**src/rtl/uart_tx_ctrl.sv**
```systemverilog
// UART transmit controller: baud divider, frame sequencer and serial shifter.
// Frames are start, 5-8 data bits LSB first, optional parity, then 1/1.5/2 stop bits.
module uart_tx_ctrl (
  input  logic       pclk,
  input  logic       preset,
  input  logic [7:0] dll,
  input  logic [7:0] dlh,
  input  logic [1:0] wls,
  input  logic       stb,
  input  logic       pen,
  input  logic       eps,
  input  logic       sp,
  input  logic       bc,
  input  logic       utrst,
  input  logic       tx_fifo_empty,
  input  logic [7:0] tx_data,
  output logic       tx_fifo_rd_en,
  output logic       tsr_load,
  output logic       shift_cnt_eq,
  output logic       tx_busy,
  output logic       txd
);

  // state   | meaning
  // IDLE    | line marking, waiting for a word
  // START   | start bit (line low)
  // DATA    | wls+5 data bits, LSB first
  // PARITY  | optional parity bit
  // STOP    | stop period, 16/24/32 ticks
  typedef enum logic [2:0] {S_IDLE, S_START, S_DATA, S_PARITY, S_STOP} state_t;

  state_t      state_q, state_d;
  logic [15:0] div;
  logic [15:0] baud_q, baud_d;
  logic [4:0]  tcnt_q, tcnt_d;
  logic [2:0]  bitc_q, bitc_d;
  logic [7:0]  shreg_q, shreg_d;
  logic [1:0]  wls_q, wls_d;
  logic        stb_q, stb_d;
  logic        pen_q, pen_d;
  logic        par_q, par_d;
  logic        txd_q, txd_d;
  logic        tsr_load_q;
  logic        tick, end_bit, pop_ok, load, par_raw;
  logic [7:0]  mask;
  logic [4:0]  stop_last;

  assign div      = {dlh, dll};
  assign tick     = (state_q != S_IDLE) && (div != 16'd0) && (baud_q == 16'd0);
  assign end_bit  = tick && (tcnt_q == 5'd0);
  assign pop_ok   = utrst && !tx_fifo_empty && (div != 16'd0);
  // A new word is taken from IDLE or, for back-to-back frames, in the final stop cycle.
  assign load     = !preset && pop_ok &&
                    ((state_q == S_IDLE) || ((state_q == S_STOP) && end_bit));
  assign par_raw  = ^(tx_data & mask);
  assign stop_last = !stb_q ? 5'd15 : ((wls_q == 2'b00) ? 5'd23 : 5'd31);

  always_comb begin
    mask = 8'hFF;
    case (wls)
      2'b00:   mask = 8'h1F;
      2'b01:   mask = 8'h3F;
      2'b10:   mask = 8'h7F;
      default: mask = 8'hFF;
    endcase
  end

  always_comb begin
    state_d = state_q;
    baud_d  = baud_q;
    tcnt_d  = tcnt_q;
    bitc_d  = bitc_q;
    shreg_d = shreg_q;
    wls_d   = wls_q;
    stb_d   = stb_q;
    pen_d   = pen_q;
    par_d   = par_q;
    txd_d   = 1'b1;

    if ((state_q != S_IDLE) && (div != 16'd0))
      baud_d = (baud_q == 16'd0) ? div - 16'd1 : baud_q - 16'd1;
    if (tick && (tcnt_q != 5'd0))
      tcnt_d = tcnt_q - 5'd1;

    case (state_q)
      S_START: begin
        if (end_bit) begin
          state_d = S_DATA;
          bitc_d  = {1'b0, wls_q} + 3'd4;
          tcnt_d  = 5'd15;
        end
      end
      S_DATA: begin
        if (end_bit) begin
          shreg_d = {1'b0, shreg_q[7:1]};
          tcnt_d  = 5'd15;
          if (bitc_q == 3'd0) begin
            state_d = pen_q ? S_PARITY : S_STOP;
            if (!pen_q) tcnt_d = stop_last;
          end else begin
            bitc_d = bitc_q - 3'd1;
          end
        end
      end
      S_PARITY: begin
        if (end_bit) begin
          state_d = S_STOP;
          tcnt_d  = stop_last;
        end
      end
      S_STOP: begin
        if (end_bit) state_d = S_IDLE;
      end
      default: ;
    endcase

    if ((state_q != S_IDLE) && !utrst) state_d = S_IDLE;

    if (load) begin
      state_d = S_START;
      shreg_d = tx_data;
      wls_d   = wls;
      stb_d   = stb;
      pen_d   = pen;
      par_d   = sp ? ~eps : ~(par_raw ^ eps);
      baud_d  = div - 16'd1;
      tcnt_d  = 5'd15;
    end

    // txd is registered, so it is derived from the state being entered.
    case (state_d)
      S_START:  txd_d = 1'b0;
      S_DATA:   txd_d = shreg_d[0];
      S_PARITY: txd_d = par_q;
      default:  txd_d = 1'b1;
    endcase
    if (bc) txd_d = 1'b0;
  end

  always_ff @(posedge pclk) begin
    if (preset) begin
      state_q    <= S_IDLE;
      baud_q     <= 16'd0;
      tcnt_q     <= 5'd0;
      bitc_q     <= 3'd0;
      shreg_q    <= 8'd0;
      wls_q      <= 2'd0;
      stb_q      <= 1'b0;
      pen_q      <= 1'b0;
      par_q      <= 1'b0;
      txd_q      <= 1'b1;
      tsr_load_q <= 1'b0;
    end else begin
      state_q    <= state_d;
      baud_q     <= baud_d;
      tcnt_q     <= tcnt_d;
      bitc_q     <= bitc_d;
      shreg_q    <= shreg_d;
      wls_q      <= wls_d;
      stb_q      <= stb_d;
      pen_q      <= pen_d;
      par_q      <= par_d;
      txd_q      <= txd_d;
      tsr_load_q <= load;
    end
  end

  assign tx_fifo_rd_en = load;
  assign tsr_load      = tsr_load_q;
  assign shift_cnt_eq  = !preset && utrst && (state_q == S_STOP) && end_bit;
  assign tx_busy       = (state_q != S_IDLE);
  assign txd           = txd_q;

endmodule

```
**config.mk**
```make
export PLATFORM = sky130hd
export DESIGN_NAME = uart_tx_ctrl
export DESIGN_NICKNAME = d
export VERILOG_FILES = /design/src/rtl/uart_tx_ctrl.sv
export SDC_FILE = /design/constraint.sdc
export NUM_CORES = 1
export LEC_CHECK = 0
export CAP_MARGIN = 20
export CORE_MARGIN = 3
export CORE_UTILIZATION = 49
export CTS_CLUSTER_DIAMETER = 60
export DETAILED_ROUTE_END_ITERATION = 8
export GPL_TIMING_DRIVEN = 0
export PLACE_DENSITY = 0.76
export SYNTH_ARGS = -nofsm -noshare
export SYNTH_HDL_FRONTEND = slang
export SYNTH_SLANG_ARGS = --single-unit
```
**constraint.sdc**
```tcl
create_clock -name pclk -period 2.4 [get_ports pclk]
set_clock_uncertainty 0.15 [all_clocks]
set_input_delay 0.24 -clock pclk [delete_from_list [all_inputs] [get_ports pclk]]
set_output_delay 0.24 -clock pclk [all_outputs]
set_load 0.03 [all_outputs]
```
==> results of run 1 <==
## cell usage in the layout (no fill, tap or decap), types with 10 or more instances in the layout
master and n:
xnor2_1 15, buf_4 36, nor2_1 25, nand2_1 35
buf_6 15, clkdlybuf4s50_1 25, nand3_1 10, inv_1 14
a21oi_1 19, o21ai_0 20, dfxtp_1 36
## timing repair
item                                    4_1_cts  5_1_grt
cloned                                        0        2
pin swaps                                    18       18
gates resized for setup                      82       73
setup buffers                                25       23
endpoints found under the hold margin         0        0
endpoints found under the setup margin       44       44
hold buffers                                  0        0
## final timing paths
path | from | endpoint | slack [ns] | cells past startpoint
worst max register to register | tcnt_q[1] | txd | -0.32 | 9
worst min register to register | shreg_q[7] | shreg_q[7] | 0.34 | 2
worst min-delay path | utrst | state_q[2] | 0.24 | 3
worst max-delay path | baud_q[9] | tx_fifo_rd_en | -0.32 | 7
## stage by stage
step / worst slack [ns] / area [sq um] / hold slack, ns
floorplan: -0.106 / 2820 / 0.189
finish: -0.325 / 4230 / 0.243
CTS: -0.251 / 3790 / 0.230
global route: -0.399 / 4230 / 0.274
global placement: -1.18 / 3290 / 0.301
detailed placement: -1.19 / 3290 / 0.319
## registers in the layout, indices dropped and copies added, names as in the netlist
| name | count |
|---|---|
| wls_q | 2 |
| pen_q | 1 |
| stb_q | 1 |
| par_q | 1 |
| baud_q | 16 |
| bitc_q | 3 |
| tcnt_q | 5 |
| tsr_load | 1 |
| txd | 1 |
| shreg_q | 8 |
| state_q | 3 |
## critical path, delay by kind of cell (launching register included)
kind / cells / cell delay (ns)
buf+inv: 3 / 0.34
simple gates: 3 / 0.95
compound gates: 1 / 0.32
flops: 1 / 0.41
## cell families after synthesis
| family | count (synthesis) | synth area share |
|---|---|---|
| AO/OA/AOI/OAI | 91 | 0.212 |
| AND/OR/NAND/NOR | 151 | 0.304 |
| XOR/XNOR | 23 | 0.0727 |
| buffers and inverters | 36 | 0.0537 |
| adder cells (fa/ha/maj) | 6 | 0.0271 |
| flip-flops | 42 | 0.303 |
| multiplexers | 7 | 0.0266 |
## area by class of cell
type                    count  area [sq um]  share of cell area
multi-input cells         278          2180               0.515
plain buffers              17           139              0.0328
repair buffers             84           810               0.191
inverters                  19          73.8              0.0174
well taps                  70          87.6              0.0207
clock buffers               7          86.3              0.0204
clock inverters             1          5.00             0.00118
flip-flops and latches     42           853               0.202
## per-layer routing
metal | global-route usage | vias up | wire [microns]
met5 | 0 | - | 0
met4 | 0.105 | 0 | 422
met3 | 0.0499 | 48 | 889
met2 | 0.426 | 222 | 4630
met1 | 0.324 | 1530 | 3760
li1 | - | 1469 | -
## report_power, final
part	internal (mW)	switching (mW)
Sequential	0.771	0.107
Combinational	0.776	0.915
Clock	0.233	0.280
Total	1.78	1.30
==> metrics.md, run 1 <==
| Metric | Value |
|---|---|
| Netlist cell types | `57` |
| Clock sink count | `42` |
| Post-route ant nets | `0` |
| Fill count | `346` |
| Cell area power density | `between 700 and 800 nW/um^2` |
| DR iter-0 viols | `roughly 360` |
| Clk buf depth | `2` |
| Post-layout util | `0.798` |
| Non-Filler Instances | `~520` |
| Share of the synthesized area in the top cell type | `0.303` |
| Total track usage | `0.256` |
| CP Capture Type | `output port` |
| Fin crit share | `1.14` |
| Total Wirelength | `9700 microns` |
| Final setup fails | `24` |
| Slowest-stage cell, CP | `nor4_4` |
| Inserted Diodes | `0` |
| Die Width | `81.2 microns` |
| Data required, critical path | `2.01 ns` |
| Critical path's largest stage delay | `between 0.4 and 0.5 ns` |
| Antenna violations before repair | `0` |
| Post-synth net total | `roughly 400` |
| Setup TNS | `-2.41 ns` |
| Yosys top cell by area | `dfxtp_1` |
| Synth top area cells | `dfxtp_1 30%, nand2_1 5.3%, nor2_1 4.9%` |
| CP cell instances | `nor4_4, nand4_4, or2_1, a211o_1, inv_2, buf_6, buf_6` |
| PortBufs | `38` |
| Initial Util | `0.523` |
| Number of H-tree levels | `2` |
| Root buf cell | `clkbuf_8` |
| Clock transition at path regs | `roughly 0.09 ns` |
| Setup ws final | `-0.325 ns` |
| CTS tree | `built` |
| Global-route wire length before repair | `between 10000 and 15000 microns` |
| Nets@finish | `around 490` |
| Upper clock frequency limit | `roughly 370 MHz` |
| Cell with the most instances after synthesis | `dfxtp_1` |
| CTS Buf Count | `5` |
| Routed length per instance | `between 15 and 20 microns` |
| Leading cell types by count after synthesis | `42 x dfxtp_1, 39 x nand2_1, 36 x nor2_1` |
| Syn Inst Count | `~360` |
| Worst path most repeated cell | `buf_6` |
| Final Power | `approximately 3 mW` |
| Area grow syn2layout | `52.8%` |
| Post-detailed-placement half-perimeter wirelength | `roughly 5300 microns` |
| Grt ovf | `0` |
| Leakage | `roughly 1.6 nW` |
| Slew @ Worst Pin | `approximately 0.77 ns` |
| MaxCap Viol Count | `0` |
| Synthesized cell area | `2770 sq um` |
| Tmin final | `2.72 ns` |
| HP Class | `primary input to register` |
| Outcome | `finished with violations` |
| Largest net degree at the start of global routing | `13` |
| Syn Area/Cell | `~8 sq um` |
| Synthesis-stage register bit count | `42` |
| DRC viols | `0` |
| Worst-Skew Late Latency | `0.32 ns` |
| Vias per cell | `6.31` |
| Unrepaired setup endpoints after global routing | `yes` |
| CP max FO | `6` |
| Dpl cells | `between 400 and 500` |
| FFs w/ async S/R, synth | `0` |
| Die Y | `~81 microns` |
| YS warnings | `0` |
| Fin. Hold Viols | `0` |
| Post-synthesis sequential area ratio | `0.303` |
| IO Count | `40` |
| Max_slew headroom | `0.486` |
| Rows | `26` |
| Peak supply drop | `between 0.5 and 0.6 mV` |
| Placer Congestion | `0.865` |
| DIE AREA | `approximately 6600 sq um` |
| Max-slew violation count | `0` |
| Core footprint | `roughly 5300 sq um` |
| Vias in the first global route | `approximately 2800` |
| Post-synth EDFFs | `0` |
| Via count | `3269` |
| Layout cells sized above 1 | `0.337` |
| Violated checks | `negative setup slack` |
| Crit Path Category | `register to output port` |
| Worst Path Arrival | `roughly 2.3 ns` |
| Post-synth top flop | `dfxtp_1` |
| Startpoint type of the worst setup path | `register` |
| First drt pass iteration count | `5` |
(Power assumes the default switching activity.)
==> inputs of run 2 (changes only) <==
- SLEW_MARGIN: unset -> 20
==> results of run 2 <==
The final DEF is identical to that of run 1; final timing and power are the same.
